[config.mk]
export PLATFORM = sky130hd
export DESIGN_NAME = mux4_rr_arbiter
export DESIGN_NICKNAME = d
export VERILOG_FILES = /design/src/rtl/mux4_rr_arbiter_pkg.sv /design/src/rtl/mux4_rr_arbiter_rr_pick4.sv /design/src/rtl/mux4_rr_arbiter.sv
export SDC_FILE = /design/constraint.sdc
export NUM_CORES = 1
export LEC_CHECK = 0
export CAP_MARGIN = 10
export CELL_PAD_IN_SITES_DETAIL_PLACEMENT = 1
export CELL_PAD_IN_SITES_GLOBAL_PLACEMENT = 1
export CORE_ASPECT_RATIO = 2
export CORE_UTILIZATION = 24
export DETAILED_ROUTE_END_ITERATION = 10
export GPL_TIMING_DRIVEN = 0
export HOLD_SLACK_MARGIN = 0.15
export PLACE_DENSITY_LB_ADDON = 0.1
export SYNTH_ARGS = -nofsm -noshare
export SYNTH_HDL_FRONTEND = slang
export SYNTH_SLANG_ARGS = --single-unit
[constraint.sdc]
create_clock -name clk -period 2.2 [get_ports clk]
set_clock_uncertainty 0.2 [all_clocks]
set_input_delay 0.44 -clock clk [delete_from_list [all_inputs] [get_ports clk]]
set_output_delay 0.44 -clock clk [all_outputs]
set_load 0.02 [all_outputs]
[src/rtl/mux4_rr_arbiter_pkg.sv]
// Shared types and constants for the four-way round-robin mux arbiter.
// Imported by the pick logic and the arbiter top.
package mux4_arb_pkg;

  localparam int N_REQ = 4;
  localparam int SEL_W = 2;

  typedef enum logic {
    IDLE,
    LOCK
  } arb_state_t;

endpackage

[src/rtl/mux4_rr_arbiter_rr_pick4.sv]
// Round-robin winner search over four requests.
// The search starts at ptr and wraps modulo 4.
module rr_pick4
  import mux4_arb_pkg::*;
(
  input  logic [N_REQ-1:0] req,
  input  logic [SEL_W-1:0] ptr,
  output logic             any,
  output logic [SEL_W-1:0] idx
);

  logic [SEL_W-1:0] w_cand;

  assign any = |req;

  // Walk from farthest to nearest so the nearest hit to ptr wins.
  always_comb begin
    idx    = ptr;
    w_cand = ptr;
    for (int k = N_REQ - 1; k >= 0; k--) begin
      w_cand = ptr + SEL_W'(k);
      if (req[w_cand]) idx = w_cand;
    end
  end

endmodule

[src/rtl/mux4_rr_arbiter.sv]
// Four-requester shared 4:1 mux with round-robin grant and packet lock.
// The grant holds until a last beat or until the holder idles past the timeout.
module mux4_rr_arbiter
  import mux4_arb_pkg::*;
#(
  parameter int DATA_W       = 8,
  parameter int IDLE_TIMEOUT = 16
) (
  input  logic                    clk,
  input  logic                    rst,
  input  logic [N_REQ-1:0]        req_i,
  input  logic [N_REQ-1:0]        last_i,
  input  logic [N_REQ*DATA_W-1:0] data_i,
  output logic [N_REQ-1:0]        ready_o,
  output logic                    out_valid,
  input  logic                    out_ready,
  output logic [DATA_W-1:0]       out_data,
  output logic                    out_last,
  output logic [N_REQ-1:0]        grant_o,
  output logic [SEL_W-1:0]        sel_o
);

  localparam int CW =
    (IDLE_TIMEOUT == 0) ? 1 : $clog2(IDLE_TIMEOUT + 1);
  localparam int TO_M1 =
    (IDLE_TIMEOUT == 0) ? 0 : IDLE_TIMEOUT - 1;
  localparam logic [CW-1:0] STALL_MAX = '1;
  localparam logic [CW-1:0] STALL_REL = CW'(TO_M1);

  arb_state_t       r_state;
  logic [SEL_W-1:0] r_ptr;
  logic [SEL_W-1:0] r_sel;
  logic [N_REQ-1:0] r_grant;
  logic [CW-1:0]    r_stall;

  logic             w_any;
  logic [SEL_W-1:0] w_idx;
  logic             w_lock;
  logic             w_req_g;
  logic             w_last_g;
  logic             w_beat;
  logic             w_timeout;

  rr_pick4 u_pick (
    .req (req_i),
    .ptr (r_ptr),
    .any (w_any),
    .idx (w_idx)
  );

  assign w_lock    = (r_state == LOCK);
  assign w_req_g   = req_i[r_sel];
  assign w_last_g  = last_i[r_sel];
  assign out_valid = w_lock & w_req_g;
  assign w_beat    = out_valid & out_ready;
  assign out_last  = w_last_g;
  assign grant_o   = r_grant;
  assign sel_o     = r_sel;

  assign w_timeout = (IDLE_TIMEOUT != 0) && w_lock &&
                     !w_req_g && (r_stall == STALL_REL);

  always_comb begin
    ready_o = '0;
    if (w_lock) ready_o[r_sel] = out_ready;
  end

  always_comb begin
    out_data = '0;
    unique case (r_sel)
      2'd0: out_data = data_i[0*DATA_W +: DATA_W];
      2'd1: out_data = data_i[1*DATA_W +: DATA_W];
      2'd2: out_data = data_i[2*DATA_W +: DATA_W];
      2'd3: out_data = data_i[3*DATA_W +: DATA_W];
    endcase
  end

  always_ff @(posedge clk) begin
    if (rst) begin
      r_state <= IDLE;
      r_ptr   <= '0;
      r_sel   <= '0;
      r_grant <= '0;
      r_stall <= '0;
    end else begin
      unique case (r_state)
        IDLE: begin
          if (w_any) begin
            r_sel   <= w_idx;
            r_grant <= 4'b0001 << w_idx;
            r_state <= LOCK;
            r_stall <= '0;
          end
        end
        LOCK: begin
          if ((w_beat && w_last_g) || w_timeout) begin
            r_state <= IDLE;
            r_grant <= '0;
            r_ptr   <= r_sel + SEL_W'(1);
            r_stall <= '0;
          end else if (w_beat) begin
            r_stall <= '0;
          end else if (!w_req_g && r_stall != STALL_MAX) begin
            // Backpressure with req held is not idling.
            r_stall <= r_stall + CW'(1);
          end
        end
        default: r_state <= IDLE;
      endcase
    end
  end

endmodule

### Yosys cells after proc, flatten, opt, wreduce, memory -nomap -nowiden

Cells that the tools add are included.

* flip-flop bits (word level): 14
* output and inout bits: 20

* $add $sub $neg: 5
* $lt $le $gt $ge: 6
* equality and inequality tests: 8
* shift-type cells: 1
* muxes and demuxes: 31
* bitwise operators: 4
* reductions and logical operators: 13

Operators by type and width (count)
* 8-bit one-hot mux with 4 select lines: 1
* 5-bit two-way mux: 4
* 2-bit by 3-bit < comparator with 1-bit output, second input constant: 5
* 1-bit binary-select mux with 2-bit select: 6
* 4-bit two-way mux: 3
* 5-bit one-hot mux with 2 select lines: 1
* 1-bit two-way mux: 9
* 2-bit two-way mux: 4
* 4-bit one-hot mux with 2 select lines: 1
* 2-bit AND reduction: 4
* 5-bit by 1-bit adder with 5-bit output, second input constant: 1
* 5-bit by 4-bit == test with 1-bit output, second input constant: 1
* 1-bit logical AND: 5
* 5-bit inequality test, second input constant: 1
* 2-bit by 1-bit adder with 2-bit output, second input constant: 2
* 2-bit adder, second input constant: 2
* 4-bit AND: 1
* 2-bit == test, second input constant: 2
* 2-bit by 1-bit inequality test with 1-bit output, second input constant: 2
* 4-bit by 1-bit inequality test with 1-bit output, second input constant: 1
* 4-bit OR reduction: 1
* 1-bit by 2-bit << shifter with 4-bit output, first input constant: 1
* 1-bit AND: 2
* 1-bit demux with 2-bit select: 1
* 7 further kinds: 7

### Longest topological paths before layout

* word-level depth: 10
* depth in mapped cells: 8

### By module

A second synthesis with hierarchy kept.

* cells, all modules: 152
* area total of the unflattened synthesis: 1222.4 um^2

Modules (own cells, without submodules)
* mux4_rr_arbiter: times used 1, cells each 136, area an instance 1122.3 um^2
* rr_pick4: times used 1, cells each 16, area an instance 100.1 um^2

### Least setup slack after synthesis

OpenSTA, ideal clock, no wires.

* path type: flip-flop to flip-flop
* start point: register r_sel[0] (netlist: sel_o[0])
* end point: register r_ptr[0]
* library setup time: 127 ps
* arrival: 1958 ps
* data required time: 1873 ps
* slack: -85 ps
* stages on the path, launching flop included: 6
* path buffers: 0
* clock period less this slack: 2285 ps
* path through: dfxtp_1 mux4_1 and3_2 o21ai_2 mux2i_1 nor2_1

* elaborated cells between the ends (all ways): 13
* classes of those cells: add/sub (1); mux (4); bitwise (2); reduce/logical (6)

RTL lines
* from (decl): line mux4_rr_arbiter.sv:32 `logic [SEL_W-1:0] r_sel;`
* from (signal assigned): line mux4_rr_arbiter.sv:89 `r_sel <= w_idx;`
* 1-bit binary-select mux with 2-bit select: line mux4_rr_arbiter.sv:53 `assign w_last_g = last_i[r_sel];`
* 1-bit two-way mux (not written as such): line mux4_rr_arbiter.sv:53
* net out_last: line mux4_rr_arbiter.sv:18 `output logic out_last,`
* 1-bit logical AND: line mux4_rr_arbiter.sv:96 `if ((w_beat && w_last_g) || w_timeout) begin`
* 1-bit logical OR: line mux4_rr_arbiter.sv:96
* 2-bit AND reduction (no line)
* to (signal assigned): line mux4_rr_arbiter.sv:99 `r_ptr <= r_sel + SEL_W'(1);`
* to (decl): line mux4_rr_arbiter.sv:31 `logic [SEL_W-1:0] r_ptr;`

The timed path passes the listed nets, and every way through them passes these cells. The select of a mux whose other input is x is not followed.
A chain may end at the register's enable or synchronous reset.

### Worst setup path after layout

* start point: register r_sel[0] (netlist: sel_o[0])
* end point: output out_data[7]

* longest elaborated chain between the ends: 2
* elaborated cells between the ends (all ways): 5
* classes of those cells: eq/ne (3); mux (1); reduce/logical (1)

RTL lines
* 2-bit == test, or another cell as far along: line mux4_rr_arbiter.sv:70 `unique case (r_sel)`
* 8-bit one-hot mux with 4 select lines (*): line mux4_rr_arbiter.sv:70
* to (decl): line mux4_rr_arbiter.sv:17 `output logic [DATA_W-1:0] out_data,`

Every way passes the cells marked *; elsewhere a longest branch is shown, timed or not.

==> results_dict.tcl <==
set metrics [dict create \
    setup.worst_path.start_class "flop" \
    start_util_pct 24.8 \
    cts_tree "done" \
    final-setup-viol-count 8 \
    dpl_cell_area_um2 1820 \
    antenna_left 0 \
    dp.cells 248 \
    wirelength_um 4170 \
    synth_area_leader_cell "dfxtp_1" \
    grt_use_total_pct 17.9 \
    slew_headroom_pct 44.2 \
    path_buf_inv 3 \
    crit_type "reg2out" \
    netlist_instances 131 \
    slowest_stage "dfxtp_4" \
    grt-ovfl-total 0 \
    globalplace.congestion 0.720 \
    ys.warnings.count 0 \
    rows 35 \
    grt_pass1_wl_um 6860 \
    critPathMaxFanout 9 \
    dp_slack_ns -0.809 \
    cts_buffers 3 \
    fin_crit_ns 2.24 \
    slew_viol_final 0 \
    fin_crit_sh_pct 102 \
    avgRoutedWirePerCell_um 16.6 \
    synth_top_area_share_pct 24.8 \
    drc 0 \
    synthArstFlopShare_pct 0 \
    io_pins 63 \
    vias_per_cell 4.97 \
    hold_viol 0 \
    yosys_most_used_dff "dfxtp_1" \
    max_stage_delay_ns 0.38 \
    path_cells "buf_12, inv_8, ha_4, a222oi_1, mux2i_1, buf_2" \
    netlist_top_cells_area "dfxtp_1 (25%), mux2i_1 (11%), ha_1 (8.9%)" \
    postSynthAreaPerCell_um2 8.62 \
    p_per_area_nw_per_um2 437 \
    clock_latency_ns 0.24 \
    violations "negative setup slack" \
    peakVddDrop_v 0.000553 \
    hold_path.class "reg2reg" \
    fin_area_um2 1960 \
    die_x_um 50.5 \
    cts.path.max_buffers 2 \
    cts_num_sinks 14 \
    coreArea_um2 4550 \
    p_leak_nw 0.855 \
    dieArea_um2 5000 \
    n_fill_cell 542 \
    clk_pin_slew_ns 0.06 \
    synth.distinct_cells 41 \
    setup_slack_ns -0.0354 \
    synth_edf_count 0 \
    outcome "complete, but fails checks" \
    critPathTopFamily "flip-flops" \
    p_total_mw 0.856 \
    dr.pass1.iters 5 \
    synthesis.nets 182 \
    final_nets 248 \
    fin_cells 251 \
    fmax_mhz 447 \
    htreeDepth 1 \
    drt_iter0_drc 26 \
    cts_root_buf "clkbuf_8" \
    grt_pass1_vias 1401 \
    synth_common_cells "inv_1 (16), dfxtp_1 (14), mux2i_1 (12)" \
    vias 1248 \
    rsz0062_at_grt "yes" \
    drv_cap 0 \
    critPathArrivalTime_ns 1.60 \
    yosysMostFrequentCell "inv_1" \
    tightest_slew_ns 0.826 \
    drive_gt1_share_pct 25.0 \
    grt_max_degree 11 \
    required_ns 1.56 \
    syn_area_um2 1130 \
    ys_seq_area_share_pct 24.8 \
    antennaDiodeCount 0 \
    cp-end-kind "primary output" \
    antenna_found_initial 0 \
    hold_buffers 0 \
    die_y_um 99.0 \
    portBuffers 62 \
    syn2layout_area_growth_pct 73.6 \
    ys_ff_latch 14 \
    hpwl_um 3350 \
]
-- final timing paths --
kind	cells after the start	start	slack (ns)	end
setup / recovery	6	sel_o[0]$_SDFFE_PP0P_	-0.04	out_data[7]
setup reg to reg	5	sel_o[0]$_SDFFE_PP0P_	0	r_stall[0]$_SDFFE_PP0P_
hold reg to reg	2	grant_o[1]$_SDFFE_PP0P_	0.26	grant_o[1]$_SDFFE_PP0P_
hold / removal	2	grant_o[1]$_SDFFE_PP0P_	0.26	grant_o[1]$_SDFFE_PP0P_
-- placed cells by master (no fill, tap or decap), types with 3 or more instances in the layout --
cell type,count
clkdlybuf4s50_1,43
inv_1,14
buf_2,12
mux2i_1,11
dfxtp_1,11
a222oi_1,8
nor2_1,8
nand2_1,7
and3_1,6
a21oi_1,4
ha_4,4
clkbuf_8,4
dlygate4sd2_1,4
nor2b_1,3
nor3_1,3
o21ai_0,3
-- cells by family (layout without fill, tap and decap cells) --
| family | Yosys count | after routing | share of synthesized area [%] |
|---|---|---|---|
| adders and majority gates | 8 | 8 | 8.87 |
| AOI/OAI and AO/OA | 31 | 31 | 21.5 |
| muxes | 15 | 15 | 16.3 |
| DFF | 14 | 14 | 24.8 |
| buffers and inverters | 22 | 87 | 7.76 |
| and+or+nand+nor | 41 | 41 | 20.7 |
-- per-stage QoR --
step | hold WS [ns] | utilization (%) | TNS, ns
6_report | 0.264 | 43.0 | -0.133
4_1_cts | 0.276 | 42.4 | -0.293
3_3_place_gp | 0.246 | 39.9 | -11.71
2_1_floorplan | 0.288 | - | 0
5_1_grt | 0.298 | 43.0 | -0.853
3_5_place_dp | 0.265 | 39.9 | -13.13
-- layout make-up --
cell class | instances | area, µm² | share of cell area (%)
buffer | 2 | 13.8 | 0.702
clock buffer | 4 | 55.1 | 2.81
inverter | 16 | 67.6 | 3.45
multi-input combinational | 95 | 872 | 44.5
sequential | 14 | 289 | 14.8
tap | 55 | 68.8 | 3.51
timing repair buffer | 65 | 593 | 30.3
-- routing by layer --
| layer | up-vias | track usage [%] | share of wire, % |
|---|---|---|---|
| li1 | 615 | - | - |
| met1 | 586 | 16.7 | 34 |
| met2 | 43 | 36.3 | 58 |
| met3 | 4 | 3.86 | 7.0 |
| met4 | 0 | 5.13 | 1.2 |
| met5 | - | 0 | 0 |
-- tightest hold or removal path, cell delays in order, from the launching register on --
cell     delay (ns)
dfxtp_1        0.31
nand2_1        0.05
a21oi_1        0.05
-- flip-flops by register name, indices dropped and copies added (netlist names) --
| name | flops |
|---|---|
| r_stall | 5 |
| grant_o | 4 |
| r_state | 1 |
| sel_o | 2 |
| r_ptr | 2 |
-- repair_timing --
| action | in CTS | in global routing |
|---|---|---|
| pin swaps | 6 | 4 |
| buffers inserted | 3 | 0 |
| endpoints found under the setup margin | 26 | 17 |
| resized for setup | 84 | 16 |
-- power breakdown --
part / leakage (nW) / internal [mW] / switching (mW) / total [mW]
registers: 0.116 / 0.264 / 0.0128 / 0.277
clock network: 0.0288 / 0.158 / 0.0855 / 0.244
logic: 0.710 / 0.176 / 0.159 / 0.336
Note: power is estimated with default switching activity, not from simulation.
